### src/rtl/fetch_unit.sv
// Instruction fetch stage: PC generation, credit-limited memory requests,
// in-order response queue toward decode, and redirect flush/drop handling.
module fetch_unit #(
  parameter logic [31:0] RESET_PC = 32'h0000_0000,
  parameter int          DEPTH    = 2,
  parameter logic [31:0] NOP      = 32'h0000_0013
) (
  input  logic        clk,
  input  logic        rst,
  output logic        imem_req_valid,
  input  logic        imem_req_ready,
  output logic [31:0] imem_req_addr,
  input  logic        imem_rsp_valid,
  input  logic [31:0] imem_rsp_data,
  input  logic        redirect_valid,
  input  logic [31:0] redirect_pc,
  output logic        if_valid,
  input  logic        if_ready,
  output logic [31:0] if_instr,
  output logic [31:0] if_pc,
  output logic [31:0] if_pc_plus4,
  output logic        err_rsp
);

  localparam int          PW      = $clog2(DEPTH);
  localparam int          CW      = $clog2(DEPTH + 1);
  localparam logic [CW:0] DEPTH_C = (CW + 1)'(DEPTH);

  typedef enum logic {BOOT, RUN} state_t;
  state_t state, state_nxt;

  logic [31:0]   fetch_pc, rsp_pc, redirect_pc_a;
  logic [CW-1:0] outstanding, outstanding_nxt, drop_cnt, count;
  logic [PW-1:0] head, tail;
  logic [31:0]   q_instr [DEPTH];
  logic [31:0]   q_pc    [DEPTH];
  logic [CW:0]   credit_used;
  logic          req_fire, rsp_ok, rsp_keep, pop;

  always_ff @(posedge clk or posedge rst) begin
    if (rst) state <= BOOT;
    else     state <= state_nxt;
  end

  always_comb begin
    state_nxt = state;
    case (state)
      BOOT:    state_nxt = RUN;
      RUN:     state_nxt = RUN;
      default: state_nxt = BOOT;
    endcase
  end

  // Credit covers both in-flight requests and queued entries, so every
  // accepted request is guaranteed a queue slot when its response returns.
  always_comb begin
    credit_used     = {1'b0, outstanding} + {1'b0, count};
    redirect_pc_a   = redirect_pc & ~32'h3;
    imem_req_valid  = (state == RUN) && (credit_used < DEPTH_C) && !redirect_valid;
    imem_req_addr   = fetch_pc;
    req_fire        = imem_req_valid && imem_req_ready;
    rsp_ok          = imem_rsp_valid && (outstanding != '0);
    rsp_keep        = rsp_ok && (drop_cnt == '0) && !redirect_valid;
    if_valid        = (count != '0);
    pop             = if_valid && if_ready && !redirect_valid;
    outstanding_nxt = outstanding + CW'(req_fire) - CW'(rsp_ok);
    if_instr        = if_valid ? q_instr[head] : NOP;
    if_pc           = if_valid ? q_pc[head] : rsp_pc;
    if_pc_plus4     = if_pc + 32'd4;
  end

  always_ff @(posedge clk) begin
    if (rsp_keep) begin
      q_instr[tail] <= imem_rsp_data;
      q_pc[tail]    <= rsp_pc;
    end
  end

  // On redirect every request still in flight is stale, including any
  // response landing this very cycle, hence drop_cnt takes outstanding_nxt.
  always_ff @(posedge clk or posedge rst) begin
    if (rst) begin
      fetch_pc    <= RESET_PC;
      rsp_pc      <= RESET_PC;
      outstanding <= '0;
      drop_cnt    <= '0;
      count       <= '0;
      head        <= '0;
      tail        <= '0;
      err_rsp     <= 1'b0;
    end else begin
      outstanding <= outstanding_nxt;
      if (imem_rsp_valid && (outstanding == '0)) err_rsp <= 1'b1;
      if (redirect_valid) begin
        fetch_pc <= redirect_pc_a;
        rsp_pc   <= redirect_pc_a;
        drop_cnt <= outstanding_nxt;
        count    <= '0;
        head     <= '0;
        tail     <= '0;
      end else begin
        if (req_fire) fetch_pc <= fetch_pc + 32'd4;
        if (rsp_keep) begin
          rsp_pc <= rsp_pc + 32'd4;
          tail   <= tail + PW'(1);
        end
        if (rsp_ok && (drop_cnt != '0)) drop_cnt <= drop_cnt - CW'(1);
        if (pop) head <= head + PW'(1);
        count <= count + CW'(rsp_keep) - CW'(pop);
      end
    end
  end

endmodule

### config.mk
export PLATFORM = sky130hd
export DESIGN_NAME = fetch_unit
export DESIGN_NICKNAME = d
export VERILOG_FILES = /design/src/rtl/fetch_unit.sv
export SDC_FILE = /design/constraint.sdc
export NUM_CORES = 1
export LEC_CHECK = 0
export ABC_AREA = 1
export CORE_UTILIZATION = 53
export CTS_CLUSTER_SIZE = 8
export DETAILED_ROUTE_END_ITERATION = 10
export GPL_ROUTABILITY_DRIVEN = 0
export PLACE_DENSITY = 0.81
export SLEW_MARGIN = 20
export SYNTH_ARGS = -nofsm -noshare
export SYNTH_HDL_FRONTEND = slang
export SYNTH_SLANG_ARGS = --single-unit
### constraint.sdc
create_clock -name clk -period 5.8 [get_ports clk]
set_clock_uncertainty 0.2 [all_clocks]
set_input_delay 0.58 -clock clk [delete_from_list [all_inputs] [get_ports clk]]
set_output_delay 0.58 -clock clk [all_outputs]
set_load 0.03 [all_outputs]
==> impl_metrics.csv, run 1 <==
group,metric,value,unit
global_route,first_global_vias,8995,
die,io_pins,201,
critical_path,path_class,"reg2out",
layout,regArea,5480,sq um
timing,finalCritPeriodShare,79.2,%
drt,drtIter0Drc,852,
global_route,use_met2,45.9,%
job,drv_cap,0,
logic_synthesis,syn_area_per_cell,7.94,sq um
drt,routedWlPerCell,16.1,microns
logic_synthesis,syn-instance-count,1358,
logic_synthesis,synth_simple_gate_area_share,31.9,%
logic_synthesis,synthMuxAreaShare,0,%
timing,tns,0,ns
logic_synthesis,synth_edf_count,124,
critical_path,path_cells,"inv_1, nand2_4, inv_2, buf_4, nand2_1, nand2_1, nand2_1, nor2_1, nand2_1, nor2_2, xor2_1, clkdlybuf4s50_1",
critical_path,start_kind,"register",
pwr,p_leak,5.71,nW
cts,cts_buffers,17,
cts,cts_setup_buffers,0,
outcome,status,"finished, final reports clean",
logic_synthesis,synth.distinct_cells,39,
drt,detail-route-antenna-nets,0,
layout,multi_input_area,4590,sq um
critical_path,critPathArrivalTime,3.81,ns
die,die-area,20900,sq um
global_route,busiest_layer,"met2",
logic_synthesis,ys.flop_type,"edfxtp_1",
logic_synthesis,synth.area.top_cells,"edfxtp_1 (35%), nand2_1 (19%), dfrtp_1 (16%), nand3_1 (4.1%), inv_1 (3.9%)",
layout,insertedDiodeCount,0,
logic_synthesis,synthArstFlopShare,36.1,%
global_route,grt_max_degree,71,
hold_path,hold_class,"reg2reg",
logic_synthesis,synth_top_area_share,34.5,%
critical_path,critPathSlowestCell,"clkdlybuf4s50_1",
timing,hold_viol_final,0,
global_route,grt_usage,28.8,%
die,core_area,19700,sq um
drt,vias_per_cell,5.45,
timing,relSlewSlack,29.7,%
cts,cts_root_buf,"clkbuf_16",
die,die_h,145,microns
layout,nNetsFinal,1620,
logic_synthesis,synth_top_family_by_area,"simple AND/OR/NAND/NOR gates",
drt,dr_total_vias,9922,
cts,tritoncts,"done",
timing,hold_ws,0.264,ns
critical_path,cp_slowest_stage_delay,0.68,ns
layout,fillers,1547,
global_route,gr-usage-met1,40.1,%
logic_synthesis,synth_top_area_cell,"edfxtp_1",
cts,cts_buffer_depth,2,
drt,wl,29.3,mm
critical_path,critPathCaptureType,"output port",
cts,h-tree-depth,4,
global_route,globalRouteMet3Util,4.04,%
pwr,ir_worst_vdd,260,uV
timing,setup_viol_count_final,0,
placement,place_hpwl,21.3,mm
layout,area_growth,25.4,%
die,fp.dieW,145,microns
die,start_util,54.7,%
placement,place_ws,1.67,ns
timing,slew_violations,0,
cts,insertion_delay,0.44,ns
die,rows,51,
global_route,grt_overflow,0,
placement,port_buffers,192,
cts,ctsHoldBuffers,0,
pwr,power.total,5.76,mW
cts,cts.sinks,194,
logic_synthesis,synthAdderAreaFrac,1.11,%
timing,timing.final.crit_period,4.59,ns
logic_synthesis,ys_seq_area_share,50.8,%
layout,drive_above_1_share,6.44,%
cts,post_cts_resized,0,
drt,drc,0,
critical_path,required,5.02,ns
timing,max_freq,218,MHz
logic_synthesis,yosys.area_share.xor_xnor,2.84,%
global_route,grt_pass1_wl,45.7,mm
pwr,p_per_area,426,nW/um^2
timing,rsz0062_at_grt,"false",
logic_synthesis,syn_area,10800,sq um
timing,worstMarginPinSlew,1.05,ns
logic_synthesis,synth-compound-area-share,6.35,%
drt,drtPass1Iterations,5,
cts,clk_pin_slew,0.07,ns
timing,setup_ws,1.21,ns
critical_path,crit_top_cell,"nand2_1",
global_route,antenna_found_initial,0,
logic_synthesis,ys_ff_latch,194,
logic_synthesis,ys_warn_count,0,
critical_path,crit_path_max_fanout,40,
-- critical path, delay by kind of cell (launching register included) --
family | cells | cell delay [ns]
xor gates and xnor gates | 1 | 0.16
buffers and inverters | 4 | 1.79
DFF | 1 | 0.41
and+or+nand+nor | 7 | 0.98
-- kinds of logic (layout without fill, tap and decap cells) --
logic type | Yosys count | after routing
simple gates | 832 | 832
xor+xnor | 35 | 35
compound gates | 119 | 119
flops | 194 | 194
other cells | 2 | 7
fa+ha+maj | 9 | 9
buf+inv | 167 | 358
-- layout by cell type, fill, tap and decap left out, types with 2 or more instances in the layout --
cell type and instances:
inv_2 7, o21bai_1 3, inv_1 112, xnor2_1 4, xor2_1 31, nand2_1 545, o221ai_1 5, clkdlybuf4s50_1 192
edfxtp_1 124, nor2_2 15, o211ai_1 16, nand2_2 23, inv_8 4, o311ai_0 2, nor2_4 3, inv_6 2
a21o_1 2, nor3_1 23, buf_4 14, clkbuf_16 17, clkinv_4 3, ha_1 8, dfrtp_1 69, nand3_1 89
o21ai_0 30, nor3_2 2, nor2_1 109, conb_1 7, a31oi_1 3, clkinv_8 6, a21oi_1 54, nand4_1 20
-- path summary, 6_finish.rpt --
check                                from               to  slack [ns]  cells after the start
min in group asynchronous             rst      drop_cnt[0]        0.52                      3
hold reg to reg                   err_rsp          err_rsp        0.26                      1
max in group asynchronous             rst             head        4.24                      3
hold / removal                    err_rsp          err_rsp        0.26                      1
setup reg to reg           outstanding[1]    q_instr[1][1]        2.77                      7
setup / recovery                 count[0]  if_pc_plus4[15]        1.21                     12
-- flip-flops by register name, indices dropped and copies added, names as in the netlist --
name	count
drop_cnt	2
state	1
rsp_pc	30
imem_req_addr	30
outstanding	2
head	1
count	2
err_rsp	1
q_instr	64
tail	1
q_pc	60
-- per-layer routing --
| layer | vias up | routed length [microns] |
|---|---|---|
| li1 | 4772 | - |
| met1 | 4612 | 12600 |
| met2 | 477 | 13600 |
| met3 | 61 | 2340 |
| met4 | 0 | 707 |
| met5 | - | 0 |
-- cell usage after synthesis, types with 3 or more instances --
master,number
buf_2,13
buf_4,8
nor3_1,23
buf_6,9
inv_1,113
nand4_1,20
o21bai_1,3
o211ai_1,16
nand2_1,545
edfxtp_1,124
nand2_2,23
dfrtp_1,70
xnor2_1,4
o21ai_0,30
nand3_1,89
clkbuf_1,15
a31oi_1,3
xor2_1,31
ha_1,8
nor2_2,15
nor2_1,111
inv_2,6
a21oi_1,54
o221ai_1,5
-- power by group --
group	total, mW	internal, mW	leakage, nW	switching, mW
combinational	2.68	0.921	3.43	1.76
clock	1.22	0.629	0.306	0.589
sequential	1.86	1.67	1.97	0.192
total	5.76	3.22	5.71	2.54
-- final cells by class --
cell class | count | share of cell area [%]
clock buffers | 17 | 3.15
well taps | 265 | 2.45
inverters | 120 | 3.37
repair buffers | 206 | 15.0
clock inverters | 15 | 1.54
flip-flops and latches | 194 | 40.5
multi-input cells | 1002 | 34.0
-- per-stage QoR --
step | cells | util [%] | cell area (sq um)
CTS | 1819 | 68.6 | 13500
global route | 1819 | 68.6 | 13500
floorplan | 1363 | - | 10800
global placement | 1787 | 65.3 | 12900
finish | 1819 | 68.6 | 13500
detailed placement | 1787 | 65.3 | 12900
Note: power is estimated with default switching activity, not from simulation.
==> run 2, diff against run 1 <==
==> constraint.sdc (replaced) <==
create_clock -name clk -period 4.4 [get_ports clk]
set_clock_uncertainty 0.2 [all_clocks]
set_input_delay 0.44 -clock clk [delete_from_list [all_inputs] [get_ports clk]]
set_output_delay 0.44 -clock clk [all_outputs]
set_load 0.03 [all_outputs]
==> run 2 against run 1 <==
- sequential power is 31% higher
- global-route usage increased by 1.1 points
- die area unchanged
- largest cell class unchanged
- critical path depth down 1
- cell area about the same
- via count rose by 0.61%
- combinational power rose by 33%
- non-clock buffer count shrank 3
- largest power group unchanged
- final cell count decreased by 0.16%
- clock power increased by 36%
- first-iteration DRC count up 3.9%
- worst hold slack about the same
- critical endpoint is now if_pc_plus4[16]
==> impl_metrics.csv, run 2 (synthesis results as in run 1) <==
group,metric,value,unit
cts,cts.sinks,194,
global_route,antenna_found_initial,0,
die,core_area,19700,sq um
timing,relSlewSlack,34.2,%
drt,detail-route-antenna-nets,0,
critical_path,critPathCaptureType,"output port",
critical_path,reg2regPathDepth,10,
timing,timing.final.crit_period,4.15,ns
drt,routedWlPerCell,16.2,microns
critical_path,critPathArrivalTime,3.51,ns
cts,tritoncts,"done",
drt,drtPass1Iterations,5,
drt,drc,0,
critical_path,path_class,"reg2out",
cts,cts_root_buf,"clkbuf_16",
global_route,grt_usage,29.9,%
cts,cts_buffer_depth,2,
timing,hold_viol_final,0,
critical_path,crit_family,"buffers and inverters",
timing,max_freq,241,MHz
critical_path,r2r-start,"count[0]",
critical_path,cp_slowest_stage_delay,0.71,ns
pwr,ir_worst_vdd,328,uV
die,io_pins,201,
placement,postPlaceCellArea,12900,sq um
pwr,p_per_area,566,nW/um^2
cts,cts_setup_buffers,0,
drt,vias_per_cell,5.50,
layout,fillers,1549,
layout,drive_above_1_share,6.38,%
critical_path,path_cells,"inv_2, nand2_4, buf_4, nand2_1, nand2_2, ha_1, nand2_1, nor2_2, nand2_1, xor2_1, clkdlybuf4s50_1",
layout,final_cell_area,13500,sq um
global_route,grt_overflow,0,
global_route,first_global_vias,9450,
layout,largest_register,"q_instr",
layout,area_growth,25.5,%
timing,rsz0062_at_grt,"false",
cts,h-tree-depth,4,
die,fp.dieW,145,microns
layout,layout_commonest_cell,"nand2_1",
pwr,p_leak,5.70,nW
cts,ctsHoldBuffers,0,
layout,regArea,5480,sq um
outcome,status,"finished, final reports clean",
layout,reg_top3,"q_instr: 64 flops, q_pc: 60 flops",
global_route,grt_pass1_wl,47.4,mm
hold_path,hold_start,"err_rsp",
critical_path,r2r-end,"imem_req_addr[17]",
critical_path,start_kind,"register",
layout,multi_input_area,4590,sq um
critical_path,cp_num_buf_inv,3,
drt,drtIter0Drc,885,
hold_path,hold_depth,1,
placement,port_buffers,192,
die,die_h,145,microns
critical_path,crit_top_cell,"nand2_1",
critical_path,required,3.76,ns
drt,dr_total_vias,9983,
cts,insertion_delay,0.45,ns
die,start_util,54.7,%
timing,tns,0,ns
job,drv_cap,0,
global_route,grt_max_degree,63,
cts,post_cts_resized,0,
critical_path,crit_path_max_fanout,58,
placement,place_ws,0.751,ns
placement,place_hpwl,21.3,mm
pwr,power.total,7.65,mW
timing,slew_violations,0,
timing,setup_viol_count_final,0,
hold_path,min_to,"err_rsp",
die,rows,51,
layout,largest_register_ffs,64,
timing,setup_ws,0.251,ns
critical_path,reg2reg_slack,1.36,ns
cts,clk_pin_slew,0.08,ns
die,die-area,20900,sq um
timing,worstMarginPinSlew,0.986,ns
cts,cts_buffers,17,
layout,insertedDiodeCount,0,
drt,wl,29.5,mm
layout,nNetsFinal,1617,
layout,most-common-layout-cells,"nand2_1 (545), clkdlybuf4s50_1 (190), edfxtp_1 (124)",
hold_path,hold_class,"reg2reg",
critical_path,critPathSlowestCell,"clkdlybuf4s50_1",
timing,finalCritPeriodShare,94.3,%
## run 2: cell count changes in the layout (fill, tap and decap cells not counted)
cell             previous run  this run
buf_4                      14        11
clkdlybuf4s50_1           192       190
inv_6                       2         0
buf_12                      0         2
inv_12                      0         3
clkinv_8                    6         5
## run 2: area by class of cell
| class | count | area share, % |
|---|---|---|
| repair buffers | 203 | 15.0 |
| inverters | 120 | 3.37 |
| flip-flops and latches | 194 | 40.5 |
| multi-input cells | 1002 | 33.9 |
| well taps | 265 | 2.45 |
| clock buffers | 17 | 3.14 |
| clock inverters | 15 | 1.65 |
## run 2: worst register-to-register path, delay by kind of cell, from the launching register on
kind,cells,cell delay (ns)
AO/OA/AOI/OAI,1,0.14
AND/OR/NAND/NOR,6,1.34
flip-flops,1,0.41
adder cells (fa/ha/maj),1,0.49
buffers and inverters,2,0.33
## run 2: metrics by stage
step | hold WS [ns] | util [%] | std cells
after global placement | 0.244 | 65.3 | 1784
after detailed placement | 0.244 | 65.3 | 1784
final | 0.264 | 68.6 | 1816
after floorplan | 0.264 | - | 1363
after global routing | 0.303 | 68.6 | 1816
after CTS | 0.270 | 68.6 | 1816
## run 2: power breakdown
| part | internal, mW | total (mW) | leakage (nW) | switching [mW] |
|---|---|---|---|---|
| Clock | 0.843 | 1.66 | 0.312 | 0.812 |
| Combinational | 1.22 | 3.56 | 3.42 | 2.34 |
| Sequential | 2.20 | 2.44 | 1.97 | 0.244 |
## run 2: per-layer routing
metal | up-vias | track usage, % | part of all wire (%) | routed length, microns
met5 | - | 0 | 0 | 0
met4 | 0 | 11.6 | 3.2 | 931
met3 | 81 | 4.83 | 9.2 | 2710
met2 | 538 | 47.1 | 46 | 13600
met1 | 4606 | 41.4 | 41 | 12200
li1 | 4758 | - | - | -
## run 2: worst max path at each step
stage,start,endpoint,slack [ns],cells past startpoint
global placement,count[1],if_pc_plus4[16],0.81,11
global route,count[1],if_pc_plus4[16],0.03,11
floorplan,imem_rsp_valid,q_instr[0][0],0.18,6
detailed placement,count[1],if_pc_plus4[16],0.75,11
CTS,count[1],if_pc_plus4[16],0.27,11
finish,count[1],if_pc_plus4[16],0.25,11
==> run 3, diff against run 2 <==
--- a/config.mk
+++ b/config.mk
@@ -6,11 +6,10 @@
 export NUM_CORES = 1
 export LEC_CHECK = 0
 export ABC_AREA = 1
-export CORE_UTILIZATION = 53
-export CTS_CLUSTER_SIZE = 8
+export CORE_UTILIZATION = 25
+export CTS_CLUSTER_SIZE = 28
 export DETAILED_ROUTE_END_ITERATION = 10
 export GPL_ROUTABILITY_DRIVEN = 0
-export PLACE_DENSITY = 0.81
 export SLEW_MARGIN = 20
 export SYNTH_ARGS = -nofsm -noshare
 export SYNTH_HDL_FRONTEND = slang
==> run 3 against run 2 <==
- highest routed layer unchanged
- routed wire length rose by 14%
- worst hold slack got worse by 0.11 ns
- global-route usage fell by 15 points
- sequential cell count did not move
- die area rose by 110%
- final cell count rose by 15%
- worst setup slack improved by 0.23 ns
==> impl_metrics.csv, run 3 (synthesis results as in run 1) <==
group,metric,value,unit
drt,wl,33.7,mm
layout,nNetsFinal,1621,
critical_path,required,3.76,ns
critical_path,reg2reg_slack,1.18,ns
drt,drtIter0Drc,817,
cts,post_cts_resized,0,
timing,slew_violations,0,
timing,max_freq,255,MHz
timing,rsz0062_at_grt,"false",
global_route,grt_usage,15.2,%
timing,relSlewSlack,58.6,%
job,drv_cap,0,
cts,insertion_delay,0.45,ns
critical_path,crit_path_max_fanout,58,
drt,dr_total_vias,9754,
timing,setup_viol_count_final,0,
layout,reg_top3,"q_instr: 64 flops, q_pc: 60 flops",
layout,area_growth,28.1,%
timing,setup_ws,0.485,ns
critical_path,critPathArrivalTime,3.27,ns
drt,detail-route-antenna-nets,0,
global_route,grt_overflow,0,
die,fp.dieW,210,microns
global_route,antenna_found_initial,0,
cts,clk_pin_slew,0.08,ns
pwr,p_comb_share,47.8,%
layout,drive_above_1_share,7.33,%
pwr,p_leak,5.72,nW
die,start_util,25.5,%
global_route,first_global_vias,8813,
drt,vias_per_cell,4.66,
pwr,clkPwrFrac,20.5,%
cts,cts_buffers,17,
die,rows,75,
pwr,switchingPower,3.44,mW
pwr,netSwitchingFraction,44.7,%
cts,cts_root_buf,"clkbuf_16",
timing,hold_viol_final,0,
layout,insertedDiodeCount,0,
global_route,grt_pass1_wl,51.0,mm
timing,timing.final.crit_period,3.91,ns
cts,cts_buffer_depth,2,
cts,cts.sinks,194,
layout,layout_commonest_cell,"nand2_1",
drt,drtPass1Iterations,5,
critical_path,critPathCaptureType,"output port",
placement,port_buffers,192,
pwr,ir_worst_vdd,284,uV
cts,h-tree-depth,4,
timing,tns,0,ns
cts,ctsHoldBuffers,0,
outcome,status,"finished, final reports clean",
layout,most-common-layout-cells,"nand2_1 (545), clkdlybuf4s50_1 (178), edfxtp_1 (124)",
timing,worstMarginPinSlew,0.614,ns
layout,largest_register,"q_instr",
pwr,pwr-share-seq,31.8,%
drt,drc,0,
critical_path,path_class,"reg2out",
die,die_h,210,microns
cts,cts_setup_buffers,0,
die,core_area,42200,sq um
die,die-area,44000,sq um
global_route,grt_max_degree,63,
pwr,power.total,7.69,mW
drt,routedWlPerCell,16.1,microns
die,io_pins,201,
placement,place_ws,0.961,ns
layout,largest_register_ffs,64,
placement,place_hpwl,24.8,mm
critical_path,start_kind,"register",
pwr,p_per_area,557,nW/um^2
cts,tritoncts,"done",
pwr,internal-power,4.25,mW
timing,finalCritPeriodShare,89.0,%
hold_path,hold_class,"in2async",
run 3: worst max-delay path: stages, from the launching register on:
cell and delay [ns]:
dfrtp_1 0.44, inv_2 0.09, nand2_4 0.05, buf_4 0.30, nand3_1 0.14, nand2_1 0.15, nor2_1 0.28, nand2_1 0.17
nor2_2 0.25, nand2_1 0.10, xor2_1 0.15, clkdlybuf4s50_1 0.69
run 3: path summary, 6_finish.rpt:
check,depth (start not counted),to,from
setup / recovery,11,if_pc_plus4[17],count[1]
hold / removal,2,imem_req_addr[19],rst
setup reg to reg,10,imem_req_addr[17],count[0]
hold reg to reg,1,err_rsp,err_rsp
max in group asynchronous,3,head,rst
min in group clk,1,err_rsp,err_rsp
run 3: layout make-up:
class / count / area (sq um)
inverters: 120 / 455
fillers: 4416 / 28400
repair buffers: 207 / 2040
well taps: 539 / 674
multi-input cells: 1002 / 4590
flip-flops and latches: 194 / 5480
clock inverters: 13 / 119
clock buffers: 19 / 454
run 3: routing by layer:
metal  part of all wire [%]  global-route usage [%]
met5                      0                       0
met4                   0.99                    3.93
met3                    7.8                    2.92
met2                     43                    22.2
met1                     48                    22.9
run 3: stage by stage:
step	util, %	cell area, sq um	hold WS [ns]	instances
after floorplan	-	10800	0.264	1363
after global placement	31.3	13200	0.244	2062
after detailed placement	31.3	13200	0.257	2062
after CTS	32.7	13800	0.157	2094
after global routing	32.7	13800	0.213	2094
final	32.7	13800	0.156	2094
run 3: power groups by stage:
stage | clock, mW | combinational [mW] | sequential, mW
finish | 1.57 | 3.67 | 2.44
global route | 1.67 | 3.95 | 2.47
CTS | 1.61 | 3.68 | 2.44
detailed placement | 0 | 3.67 | 2.47
global placement | 0 | 3.64 | 2.46
floorplan | 0 | 2.22 | 2.47
